--- config.mk ---
export PLATFORM = sky130hd
export DESIGN_NAME = axi_rd_arbiter
export DESIGN_NICKNAME = d
export VERILOG_FILES = /design/src/rtl/axi_arb_pkg.sv /design/src/rtl/axi_rr_picker.sv /design/src/rtl/axi_rd_arbiter.sv
export SDC_FILE = /design/constraint.sdc
export NUM_CORES = 1
export LEC_CHECK = 0
export BUFFER_PORTS_ARGS = -buffer_cell sky130_fd_sc_hd__buf_2
export CAP_MARGIN = 20
export CORE_AREA = 2 2 89 91
export DETAILED_ROUTE_END_ITERATION = 8
export DIE_AREA = 0 0 91 93
export GPL_ROUTABILITY_DRIVEN = 0
export HOLD_SLACK_MARGIN = 0.06
export SLEW_MARGIN = 10
export SYNTH_ARGS = -nofsm -noshare
export SYNTH_HDL_FRONTEND = slang
export SYNTH_SLANG_ARGS = --single-unit
--- constraint.sdc ---
create_clock -name ACLK -period 4.8 [get_ports ACLK]
set_clock_uncertainty 0.15 [all_clocks]
set_input_delay 0.48 -clock ACLK [delete_from_list [all_inputs] [get_ports ACLK]]
set_output_delay 0.48 -clock ACLK [all_outputs]
set_load 0.005 [all_outputs]
--- src/rtl/axi_arb_pkg.sv ---
// Shared types and sizing helpers for the AXI read arbiter.
package axi_arb_pkg;

    typedef enum logic {
        ST_IDLE  = 1'b0,
        ST_GRANT = 1'b1
    } arb_state_e;

    localparam logic [1:0] RESP_OKAY   = 2'b00;
    localparam logic [1:0] RESP_EXOKAY = 2'b01;
    localparam logic [1:0] RESP_SLVERR = 2'b10;
    localparam logic [1:0] RESP_DECERR = 2'b11;

    function automatic int idx_width(input int n);
        return (n > 1) ? $clog2(n) : 1;
    endfunction

    function automatic int cnt_width(input int m);
        return $clog2(m + 1);
    endfunction

endpackage

--- src/rtl/axi_rr_picker.sv ---
// Combinational round-robin picker: first requester strictly after i_last, wrapping.
module axi_rr_picker #(
    parameter int NUM_REQ = 2,
    parameter int IDX_W   = 1
) (
    input  logic [NUM_REQ-1:0] i_req,
    input  logic [IDX_W-1:0]   i_last,
    output logic [IDX_W-1:0]   o_winner,
    output logic               o_any
);

    logic [IDX_W-1:0] w_cand;
    logic             w_found;

    // Walk candidates in priority order; the first hit is latched by w_found.
    always_comb begin
        o_winner = '0;
        w_found  = 1'b0;
        w_cand   = '0;
        for (int k = 1; k <= NUM_REQ; k++) begin
            w_cand = IDX_W'((int'(i_last) + k) % NUM_REQ);
            for (int j = 0; j < NUM_REQ; j++) begin
                if (!w_found && i_req[j] && (w_cand == IDX_W'(j))) begin
                    o_winner = w_cand;
                    w_found  = 1'b1;
                end
            end
        end
    end

    assign o_any = |i_req;

endmodule

--- src/rtl/axi_rd_arbiter.sv ---
// N:1 AXI read-channel arbiter: round-robin AR grant with per-master outstanding
// limits, master index carried in the upper downstream ID bits to route R beats back.
module axi_rd_arbiter
    import axi_arb_pkg::*;
#(
    parameter int  NUM_MASTERS     = 2,
    parameter int  ID_W            = 4,
    parameter int  ADDR_W          = 32,
    parameter int  DATA_W          = 32,
    parameter int  MAX_OUTSTANDING = 4,
    localparam int IDX_W           = idx_width(NUM_MASTERS),
    localparam int CNT_W           = cnt_width(MAX_OUTSTANDING)
) (
    input  logic                                ACLK,
    input  logic                                ARESETn,
    input  logic [NUM_MASTERS-1:0]              s_arvalid,
    output logic [NUM_MASTERS-1:0]              s_arready,
    input  logic [NUM_MASTERS-1:0][ADDR_W-1:0]  s_araddr,
    input  logic [NUM_MASTERS-1:0][ID_W-1:0]    s_arid,
    input  logic [NUM_MASTERS-1:0][7:0]         s_arlen,
    output logic [NUM_MASTERS-1:0]              s_rvalid,
    input  logic [NUM_MASTERS-1:0]              s_rready,
    output logic [NUM_MASTERS-1:0]              s_rlast,
    output logic [DATA_W-1:0]                   s_rdata,
    output logic [ID_W-1:0]                     s_rid,
    output logic [1:0]                          s_rresp,
    output logic                                m_arvalid,
    input  logic                                m_arready,
    output logic [ADDR_W-1:0]                   m_araddr,
    output logic [ID_W+IDX_W-1:0]               m_arid,
    output logic [7:0]                          m_arlen,
    input  logic                                m_rvalid,
    output logic                                m_rready,
    input  logic [DATA_W-1:0]                   m_rdata,
    input  logic [ID_W+IDX_W-1:0]               m_rid,
    input  logic [1:0]                          m_rresp,
    input  logic                                m_rlast,
    output logic                                rid_err
);

    arb_state_e                              r_state, w_state_nxt;
    logic [IDX_W-1:0]                        r_winner, r_last, w_pick;
    logic                                    w_any;
    logic [NUM_MASTERS-1:0]                  w_elig, w_inc, w_dec;
    logic [NUM_MASTERS-1:0][CNT_W-1:0]       r_cnt;
    logic [IDX_W-1:0]                        w_idx;
    logic                                    w_mapped, w_cnt_zero, w_ar_hs, w_r_last_hs;

    // ---------------- AR arbitration ----------------
    always_comb begin
        for (int i = 0; i < NUM_MASTERS; i++)
            w_elig[i] = s_arvalid[i] && (r_cnt[i] < CNT_W'(MAX_OUTSTANDING));
    end

    axi_rr_picker #(.NUM_REQ(NUM_MASTERS), .IDX_W(IDX_W)) u_picker (
        .i_req    (w_elig),
        .i_last   (r_last),
        .o_winner (w_pick),
        .o_any    (w_any)
    );

    always_ff @(posedge ACLK or negedge ARESETn) begin
        if (!ARESETn) r_state <= ST_IDLE;
        else          r_state <= w_state_nxt;
    end

    always_comb begin
        w_state_nxt = r_state;
        m_arvalid   = 1'b0;
        s_arready   = '0;
        case (r_state)
            ST_IDLE: if (w_any) w_state_nxt = ST_GRANT;
            ST_GRANT: begin
                m_arvalid           = 1'b1;
                s_arready[r_winner] = m_arready;
                if (m_arready) w_state_nxt = ST_IDLE;
            end
            default: w_state_nxt = ST_IDLE;
        endcase
    end

    assign w_ar_hs  = m_arvalid && m_arready;
    assign m_araddr = s_araddr[r_winner];
    assign m_arlen  = s_arlen[r_winner];
    assign m_arid   = {r_winner, s_arid[r_winner]};

    always_ff @(posedge ACLK or negedge ARESETn) begin
        if (!ARESETn) begin
            r_winner <= '0;
            r_last   <= IDX_W'(NUM_MASTERS - 1);
        end else begin
            if (r_state == ST_IDLE && w_any) r_winner <= w_pick;
            if (w_ar_hs)                     r_last   <= r_winner;
        end
    end

    // ---------------- R routing ----------------
    assign w_idx   = m_rid[ID_W+IDX_W-1:ID_W];
    assign s_rid   = m_rid[ID_W-1:0];
    assign s_rdata = m_rdata;
    assign s_rresp = m_rresp;

    // Unmapped indices keep m_rready high so the stray beat drains instead of stalling.
    always_comb begin
        s_rvalid   = '0;
        s_rlast    = '0;
        m_rready   = 1'b1;
        w_mapped   = 1'b0;
        w_cnt_zero = 1'b0;
        for (int i = 0; i < NUM_MASTERS; i++) begin
            if (w_idx == IDX_W'(i)) begin
                s_rvalid[i] = m_rvalid;
                s_rlast[i]  = m_rlast;
                m_rready    = s_rready[i];
                w_mapped    = 1'b1;
                w_cnt_zero  = (r_cnt[i] == '0);
            end
        end
    end

    assign w_r_last_hs = m_rvalid && m_rready && m_rlast;
    assign rid_err     = ARESETn && m_rvalid && (!w_mapped || (w_r_last_hs && w_cnt_zero));

    // ---------------- outstanding counters ----------------
    always_comb begin
        for (int i = 0; i < NUM_MASTERS; i++) begin
            w_inc[i] = w_ar_hs && (r_winner == IDX_W'(i));
            w_dec[i] = w_r_last_hs && (w_idx == IDX_W'(i)) && (r_cnt[i] != '0);
        end
    end

    always_ff @(posedge ACLK or negedge ARESETn) begin
        if (!ARESETn) begin
            r_cnt <= '0;
        end else begin
            for (int i = 0; i < NUM_MASTERS; i++) begin
                if (w_inc[i] && !w_dec[i])      r_cnt[i] <= r_cnt[i] + 1'b1;
                else if (w_dec[i] && !w_inc[i]) r_cnt[i] <= r_cnt[i] - 1'b1;
            end
        end
    end

endmodule

==> results of run 1 <==
-- sequential cells by signal, summed over array words and instances (netlist names) --
signal,flops
r_state,1
r_last,1
r_winner,1
r_cnt,6
-- logic make-up (layout without fill, tap and decap cells) --
| group | Yosys count | after routing | share of synthesized area (%) |
|---|---|---|---|
| compound gates | 6 | 6 | 2.834 |
| xor+xnor | 6 | 6 | 3.840 |
| fa+ha+maj | 4 | 4 | 4.753 |
| buf+inv | 47 | 159 | 24.50 |
| flops | 9 | 9 | 16.54 |
| mux | 47 | 47 | 38.67 |
| simple gates | 21 | 21 | 8.867 |
-- worst max-delay path: cells and delay by family (launching register included) --
family | cells | cell delay, ns
XOR/XNOR | 2 | 0.31
flip-flops | 1 | 1.01
AND/OR/NAND/NOR | 2 | 0.43
adder cells (fa/ha/maj) | 2 | 0.57
buffers and inverters | 1 | 0.06
-- metal layers --
| metal | global-route usage, % | vias up |
|---|---|---|
| met5 | 0 | - |
| met4 | 2.778 | 0 |
| met3 | 4.835 | 10 |
| met2 | 15.37 | 102 |
| met1 | 11.90 | 620 |
| li1 | - | 665 |
-- cells in the mapped netlist (all sizes together) --
cell    instances
a21boi          1
a21o            1
a21oi           1
and2            2
and3            3
buf            44
dfrtp           8
dfstp           1
fa              2
ha              2
inv             3
mux2           47
nand2           1
nand2b          2
nand4           1
nand4b          1
nor2            5
nor2b           2
nor3b           1
o21a            1
o21ai           1
o22ai           1
or2b            1
or3             2
xnor2           3
xor2            3
-- power by group --
part	internal [mW]	switching [mW]	total, mW	leakage, nW
clock network	0.0579	0.0304	0.0883	0.0228
registers	0.119	0.105	0.225	0.102
logic	0.314	0.163	0.477	0.917
total	0.491	0.299	0.790	1.04
-- final cells by class --
class	instances	area (µm²)	area share, %
clock buffer	4	45.04	2.270
inverter	3	11.26	0.5675
multi-input combinational	84	807.0	40.67
sequential	9	227.7	11.48
tap	102	127.6	6.431
timing repair buffer	152	765.7	38.59
-- stage by stage --
step	total power [mW]	util, %	setup slack, ns	hold slack [ns]	std cells
final	0.7904	26.36	2.193	0.3445	354
after global routing	0.8638	26.36	1.924	0.3760	354
after CTS	0.8028	26.36	2.136	0.3432	354
after detailed placement	0.7060	25.63	2.176	0.1961	349
after global placement	0.6982	25.63	2.252	0.1948	349
after floorplan	0.5449	-	2.709	0.03441	140
-- how the worst max path moves through the flow --
stage | endpoint | start | cells past startpoint | slack, ns
after floorplan | r_cnt[2] | r_cnt[0] | 8 | 2.71
after global placement | r_cnt[5] | r_winner | 7 | 2.25
after detailed placement | r_cnt[5] | r_winner | 7 | 2.18
after CTS | r_cnt[5] | r_winner | 7 | 2.14
after global routing | r_cnt[5] | r_winner | 7 | 1.92
final | r_cnt[5] | r_winner | 7 | 2.19
==> qor.csv, run 1 <==
metric,value,unit
finalSetupViolations,0,
p_leak,1.042,nW
dr.pass1.iters,2,
final_common_cell,buf_2,
cpMaxStageDelayCell,dfrtp_2,
min_from,r_cnt[5],
min_to,r_cnt[5],
drtAntennaViolNets,0,
slew-limit-headroom,32.10,%
grt_max_degree,51,
coreArea,7527,µm²
max_stage_delay,1.01,ns
hold_violations,0,
synth_top_area_cell,mux2_2,
fin_tns_setup,0,ns
worstSetupEndpointType,flop,
startpoint_type,flop,
postCtsHoldBufs,1,
yosysTopAreaCellShare,38.67,%
hold_class,reg -> reg,
grt_pass1_wl,6679,µm
cts_tree,built,
worstMarginPinSlew,1.019,ns
routed-via-count,1397,
clk_pin_slew,0.04,ns
crit_path_cell_trace,"and3_1, ha_1, inv_1, fa_1, xor2_1, nor2_1, xor2_1",
cts_buffers,3,
cap_violations,0,
path_max_fanout,50,
status,completed,
start_util,18.18,%
synth_nets,280,
arrival,2.61,ns
insertedDiodeCount,0,
drtIter0Drc,14,
grt_setup_unrepaired,no,
dpl.hpwl,3938,µm
area_growth,44.97,%
rr_worst_depth,7,
die_w,91,µm
drive_gt1_share,80.56,%
cp.required,4.80,ns
drt-met1-wl,1828,µm
cts_max_level,1,
final_area,1984,µm²
rows,32,
syn_area_per_cell,9.777,µm²
ios,228,
highest_layer,met4,
ys_seq_elements,9,
wl_per_cell,12.91,µm
drt-vias-per-instance,3.946,
synth_warnings,0,
wl_met2,2009,µm
synth.top_cells.by_area,"mux2_2 (39%), buf_4 (21%), dfrtp_1 (15%)",
overflow,0,
final_max_slew_viol_count,0,
wl_met3,649,µm
clock_tree.buffer_depth,2,
clock-root-buffer,clkbuf_8,
reg2reg_slack,2.19,ns
dieHeight,93,µm
period_share,54.32,%
fill_cells,827,
syn_inst,140,
fmax,383.6,MHz
clock_latency,0.23,ns
grt.total_usage,9.805,%
netlist_area,1369,µm²
powerDensity,398.3,nW/µm²
layout_common_cells,"buf_2 (151), mux2_2 (47), dfrtp_1 (7)",
portBuffers,151,
cts_resized,0,
cp_common_cell,xor2_1,
dieArea,8463,µm²
antenna_found_initial,0,
wirelength,4571,µm
crit_type,reg -> reg,
min_period,2.607,ns
first_global_vias,1350,
ys_types,28,
cts_sinks,9,
peakVddDrop,0.4849,mV
reg2reg_to,r_cnt[5],
nNetsFinal,393,
post-cts-setup-buffers,0,
yosysSeqAreaShare,16.54,%
rr_startpoint,r_winner,
drc_errors,0,
place_area,1929,µm²
min_path_cells,1,
No activity file was read; power rests on OpenSTA's default activity.
==> run 2, diff against run 1 <==
Clock period 4.8 ns to 2.6 ns, I/O delays scaled along.
==> qor.csv, run 2 (same netlist as run 1, synthesis figures left out) <==
metric,value,unit,change
wirelength,4707,µm,was 4571 µm
coreArea,7527,µm²,unchanged
post-cts-setup-buffers,0,,unchanged
cp.required,2.61,ns,was 4.80 ns
min_path_cells,3,,was 1
dieHeight,93,µm,unchanged
die_w,91,µm,unchanged
status,completed,,unchanged
drive_gt1_share,80.71,%,was 80.56%
nNetsFinal,395,,was 393
clkPwrFrac,11.3,%,was 11.2%
cts_max_level,1,,unchanged
seq_power_share,19.8,%,was 28.4%
dp_slack,0.4025,ns,was 2.176 ns
area_growth,46.07,%,was 44.97%
power.internal,925.8,µW,was 491.3 µW
reg2reg_to,r_cnt[2],,was r_cnt[5]
cts_buffers,3,,unchanged
wl_per_cell,13.22,µm,was 12.91 µm
clk_pin_slew,0.05,ns,was 0.04 ns
dr.pass1.iters,3,,was 2
dpl.hpwl,4174,µm,was 3938 µm
p_leak,1.051,nW,was 1.042 nW
powerDensity,741.3,nW/µm²,was 398.3 nW/µm²
switching_share,37.54,%,was 37.84%
grt_setup_unrepaired,no,,unchanged
routed-via-count,1426,,was 1397
cts_sinks,9,,unchanged
cts_resized,0,,unchanged
grt_pass1_wl,6520,µm,was 6679 µm
largest_register_ffs,6,,unchanged
crit_type,reg -> reg,,unchanged
worstSetupEndpointType,flop,,unchanged
ios,228,,unchanged
period_share,84.61,%,was 54.32%
slew-limit-headroom,76.46,%,was 32.10%
hold_ws,0.1870,ns,was 0.3445 ns
fmax,454.6,MHz,was 383.6 MHz
rr_startpoint,r_cnt[0],,was r_winner
final_common_cell,buf_2,,unchanged
cap_violations,0,,unchanged
hold_violations,0,,unchanged
reg2reg_slack,0.40,ns,was 2.19 ns
insertedDiodeCount,0,,unchanged
final_max_slew_viol_count,0,,unchanged
clock_tree.buffer_depth,2,,unchanged
rows,32,,unchanged
comb_power_share,68.9,%,was 60.4%
antenna_found_initial,1,,was 0
finalSetupViolations,0,,unchanged
min_to,r_state,,was r_cnt[5]
grt_max_degree,31,,was 51
min_period,2.200,ns,was 2.607 ns
overflow,0,,unchanged
min_from,s_arvalid[1],,was r_cnt[5]
layout_common_cells,"buf_2 (151), mux2_2 (47), dfrtp_1 (7)",,unchanged
start_util,18.18,%,unchanged
place_area,1944,µm²,was 1929 µm²
fill_cells,857,,was 827
rr_worst_depth,8,,was 7
hold_class,in -> reg,,was reg -> reg
drc_errors,0,,unchanged
max_flop_register,r_cnt,,unchanged
clock_latency,0.24,ns,was 0.23 ns
clock-root-buffer,clkbuf_8,,unchanged
peakVddDrop,0.4400,mV,was 0.4849 mV
p_switching,556.3,µW,was 299.1 µW
drtIter0Drc,9,,was 14
cts_tree,built,,unchanged
dieArea,8463,µm²,unchanged
drt-vias-per-instance,4.006,,was 3.946
startpoint_type,flop,,unchanged
regArea,227.7,µm²,unchanged
fin_tns_setup,0,ns,unchanged
worstMarginPinSlew,0.3531,ns,was 1.019 ns
path_max_fanout,3,,was 50
portBuffers,151,,unchanged
final_area,1999,µm²,was 1984 µm²
arrival,2.21,ns,was 2.61 ns
drtAntennaViolNets,0,,unchanged
first_global_vias,1347,,was 1350
finalWorstSetupSlack,0.4001,ns,was 2.193 ns
grt.total_usage,9.787,%,was 9.805%
multi_input_area,807.0,µm²,unchanged
[run 2: per-layer routing]
| metal | global-route usage [%] | up-vias | wire length (µm) |
|---|---|---|---|
| li1 | - | 673 | - |
| met1 | 10.81 | 643 | 1775 |
| met2 | 15.68 | 98 | 2134 |
| met3 | 5.399 | 10 | 703 |
| met4 | 3.914 | 2 | 83 |
| met5 | 0 | - | 10 |
[run 2: worst max-delay path by stage]
| stage | start | end | slack, ns | cells past startpoint |
|---|---|---|---|---|
| 6_report | r_cnt[0] | r_cnt[2] | 0.40 | 8 |
| 5_1_grt | r_cnt[0] | r_cnt[2] | 0.23 | 8 |
| 4_1_cts | r_cnt[0] | r_cnt[2] | 0.38 | 8 |
| 3_5_place_dp | r_cnt[0] | r_cnt[2] | 0.40 | 8 |
| 3_3_place_gp | r_cnt[0] | r_cnt[2] | 0.45 | 8 |
| 2_1_floorplan | r_cnt[0] | r_cnt[2] | 0.51 | 8 |
[run 2: per-stage QoR]
step           cells  power (mW)  util [%]
6_report         356       1.482     26.56
5_1_grt          356       1.612     26.56
4_1_cts          356       1.511     26.56
3_5_place_dp     351       1.334     25.83
3_3_place_gp     351       1.308     25.83
2_1_floorplan    140       1.006         -
[run 2: timing repair]
action                                  4_1_cts  5_1_grt
endpoints found under the setup margin        0        0
hold buffers                                  1        0
endpoints found under the hold margin         9        0
[run 2: worst max-delay path: stages, from the launching register on]
cell	delay, ns
dfrtp_1	0.41
or3_1	0.40
or2b_1	0.16
ha_1	0.17
inv_1	0.06
fa_1	0.37
xor2_1	0.15
nor2_1	0.11
xnor2_1	0.12
[run 2: final cells by class]
class / count / share of cell area [%]
clock buffers: 4 / 2.253
inverters: 3 / 0.5632
multi-input cells: 84 / 40.36
flip-flops and latches: 9 / 11.39
well taps: 102 / 6.383
repair buffers: 154 / 39.05
[run 2: power by group through the flow]
stage	combinational (mW)	sequential [mW]	clock [mW]
3_3_place_gp	1.01	0.294	0
5_1_grt	1.12	0.310	0.178
2_1_floorplan	0.725	0.280	0
6_report	1.02	0.294	0.167
3_5_place_dp	1.04	0.298	0
4_1_cts	1.04	0.296	0.172
==> run 3, diff against run 2 <==
Clock period 2.6 ns to 1.8 ns, I/O delays scaled along.
==> qor.csv, run 3 (same netlist as run 1, synthesis figures left out) <==
metric,value,unit,change
startpoint_type,flop,,unchanged
drive_gt1_share,85.92,%,was 80.71%
wirelength,5131,µm,was 4707 µm
clock_latency,0.23,ns,was 0.24 ns
finalSetupViolations,5,,was 0
violations,setup timing,,
routed-via-count,1499,,was 1426
period_share,115.3,%,was 84.61%
report.power.total,2.690,mW,was 1.482 mW
layout_common_cells,"buf_2 (151), mux2_2 (47), buf_4 (21)",,"was buf_2 (151), mux2_2 (47), dfrtp_1 (7)"
dieHeight,93,µm,unchanged
rows,32,,unchanged
drtIter0Drc,24,,was 9
overflow,0,,unchanged
cts_buffers,3,,unchanged
start_util,18.18,%,unchanged
final_common_cell,buf_2,,unchanged
worstMarginPinSlew,0.2321,ns,was 0.3531 ns
cts_sinks,9,,unchanged
cap_violations,0,,unchanged
hold_ws,0.1443,ns,was 0.1870 ns
dp_cells,368,,was 351
min_from,s_arvalid[1],,unchanged
cpMaxStageDelayCell,fa_2,,was dfrtp_1
reg2reg_slack,-0.28,ns,was 0.40 ns
area_growth,66.27,%,was 46.07%
reg2reg_to,r_cnt[1],,was r_cnt[2]
max_flop_register,r_cnt,,unchanged
hold_violations,0,,unchanged
nNetsFinal,418,,was 395
crit_path_cell_trace,"or3_4, or2b_1, ha_2, inv_2, fa_2, mux2_2",,"was or3_1, or2b_1, ha_1, inv_1, fa_1, xor2_1, nor2_1, xnor2_1"
final_max_slew_viol_count,0,,unchanged
drt-vias-per-instance,3.955,,was 4.006
min_to,r_state,,unchanged
drc_errors,0,,unchanged
arrival,2.03,ns,was 2.21 ns
powerDensity,1182,nW/µm²,was 741.3 nW/µm²
portBuffers,151,,unchanged
grt_pass1_wl,7831,µm,was 6520 µm
grt_max_degree,20,,was 31
dr.pass1.iters,4,,was 3
clock_tree.buffer_depth,2,,unchanged
status,"finished, violations left",,was completed
min_period,2.075,ns,was 2.200 ns
dieArea,8463,µm²,unchanged
wl_per_cell,13.54,µm,was 13.22 µm
finalWorstSetupSlack,-0.2753,ns,was 0.4001 ns
cts_tree,built,,unchanged
cp.required,1.76,ns,was 2.61 ns
fin_cells,379,,was 356
cts_max_level,1,,unchanged
p_leak,1.203,nW,was 1.051 nW
path_max_fanout,2,,was 3
coreArea,7527,µm²,unchanged
crit_type,reg -> reg,,unchanged
antenna_found_initial,0,,was 1
ios,228,,unchanged
rr_startpoint,r_cnt[2],,was r_cnt[0]
insertedDiodeCount,0,,unchanged
largest_register_ffs,6,,unchanged
clock-root-buffer,clkbuf_8,,unchanged
slew-limit-headroom,84.53,%,was 76.46%
drtAntennaViolNets,0,,unchanged
worstSetupEndpointType,flop,,unchanged
fmax,481.9,MHz,was 454.6 MHz
rr_worst_depth,6,,was 8
grt.total_usage,11.51,%,was 9.787%
peakVddDrop,0.6783,mV,was 0.4400 mV
max_stage_delay,0.40,ns,was 0.41 ns
first_global_vias,1578,,was 1347
min_path_cells,3,,unchanged
grt_setup_unrepaired,yes,,was no
dpl.hpwl,4236,µm,was 4174 µm
die_w,91,µm,unchanged
hold_class,in -> reg,,unchanged
clk_pin_slew,0.05,ns,about the same
utilization,30.24,%,was 26.56%
## run 3: layout make-up
cell class / instances / area (µm²)
repair buffers: 177 / 1018
well taps: 102 / 127.6
clock buffers: 3 / 41.29
multi-input cells: 84 / 844.6
flip-flops and latches: 9 / 227.7
inverters: 3 / 11.26
clock inverters: 1 / 5.005
fillers: 825 / 5251
## run 3: power by group
part / switching [mW] / internal (mW)
Combinational: 0.805 / 1.26
Sequential: 0.0703 / 0.322
Clock: 0.0810 / 0.151
## run 3: critical path, delay by kind of cell (launching register included)
family	cells	cell delay (ns)
multiplexers	1	0.27
AND/OR/NAND/NOR	2	0.56
adder cells (fa/ha/maj)	2	0.58
buffers and inverters	1	0.04
flip-flops	1	0.37
## run 3: metrics by stage
step           TNS, ns  setup WS (ns)  area [µm²]
2_1_floorplan  -0.7958        -0.2294        1379
6_report        -1.003        -0.2753        2276
4_1_cts         -1.085        -0.2881        2246
3_3_place_gp   -0.8278        -0.2547        2095
5_1_grt         -1.368        -0.3496        2276
3_5_place_dp    -1.028        -0.2924        2095
## run 3: metal layers
metal	up-vias	routed length (µm)	GRT usage (%)
met2	119	2472	19.51
met1	663	1958	13.60
li1	717	-	-
met4	0	0	1.515
met3	0	700	5.479
met5	-	0	0
## run 3: what timing repair did
action | 4_1_cts | 5_1_grt
endpoints found under the setup margin | 43 | 5
setup buffers | 3 | 1
endpoints found under the hold margin | 9 | 0
pin swaps | 4 | 4
hold buffers | 1 | 0
resized for setup | 6 | 3
cloned | 2 | 0
## run 3: worst max-delay path by stage
stage	from	end	slack [ns]	cells after the start
detailed placement	r_cnt[2]	r_cnt[1]	-0.29	6
global placement	r_cnt[2]	r_cnt[2]	-0.25	8
CTS	r_cnt[2]	r_cnt[1]	-0.29	6
global route	r_cnt[2]	r_cnt[2]	-0.35	8
finish	r_cnt[2]	r_cnt[1]	-0.28	6
floorplan	r_cnt[1]	r_cnt[2]	-0.23	8
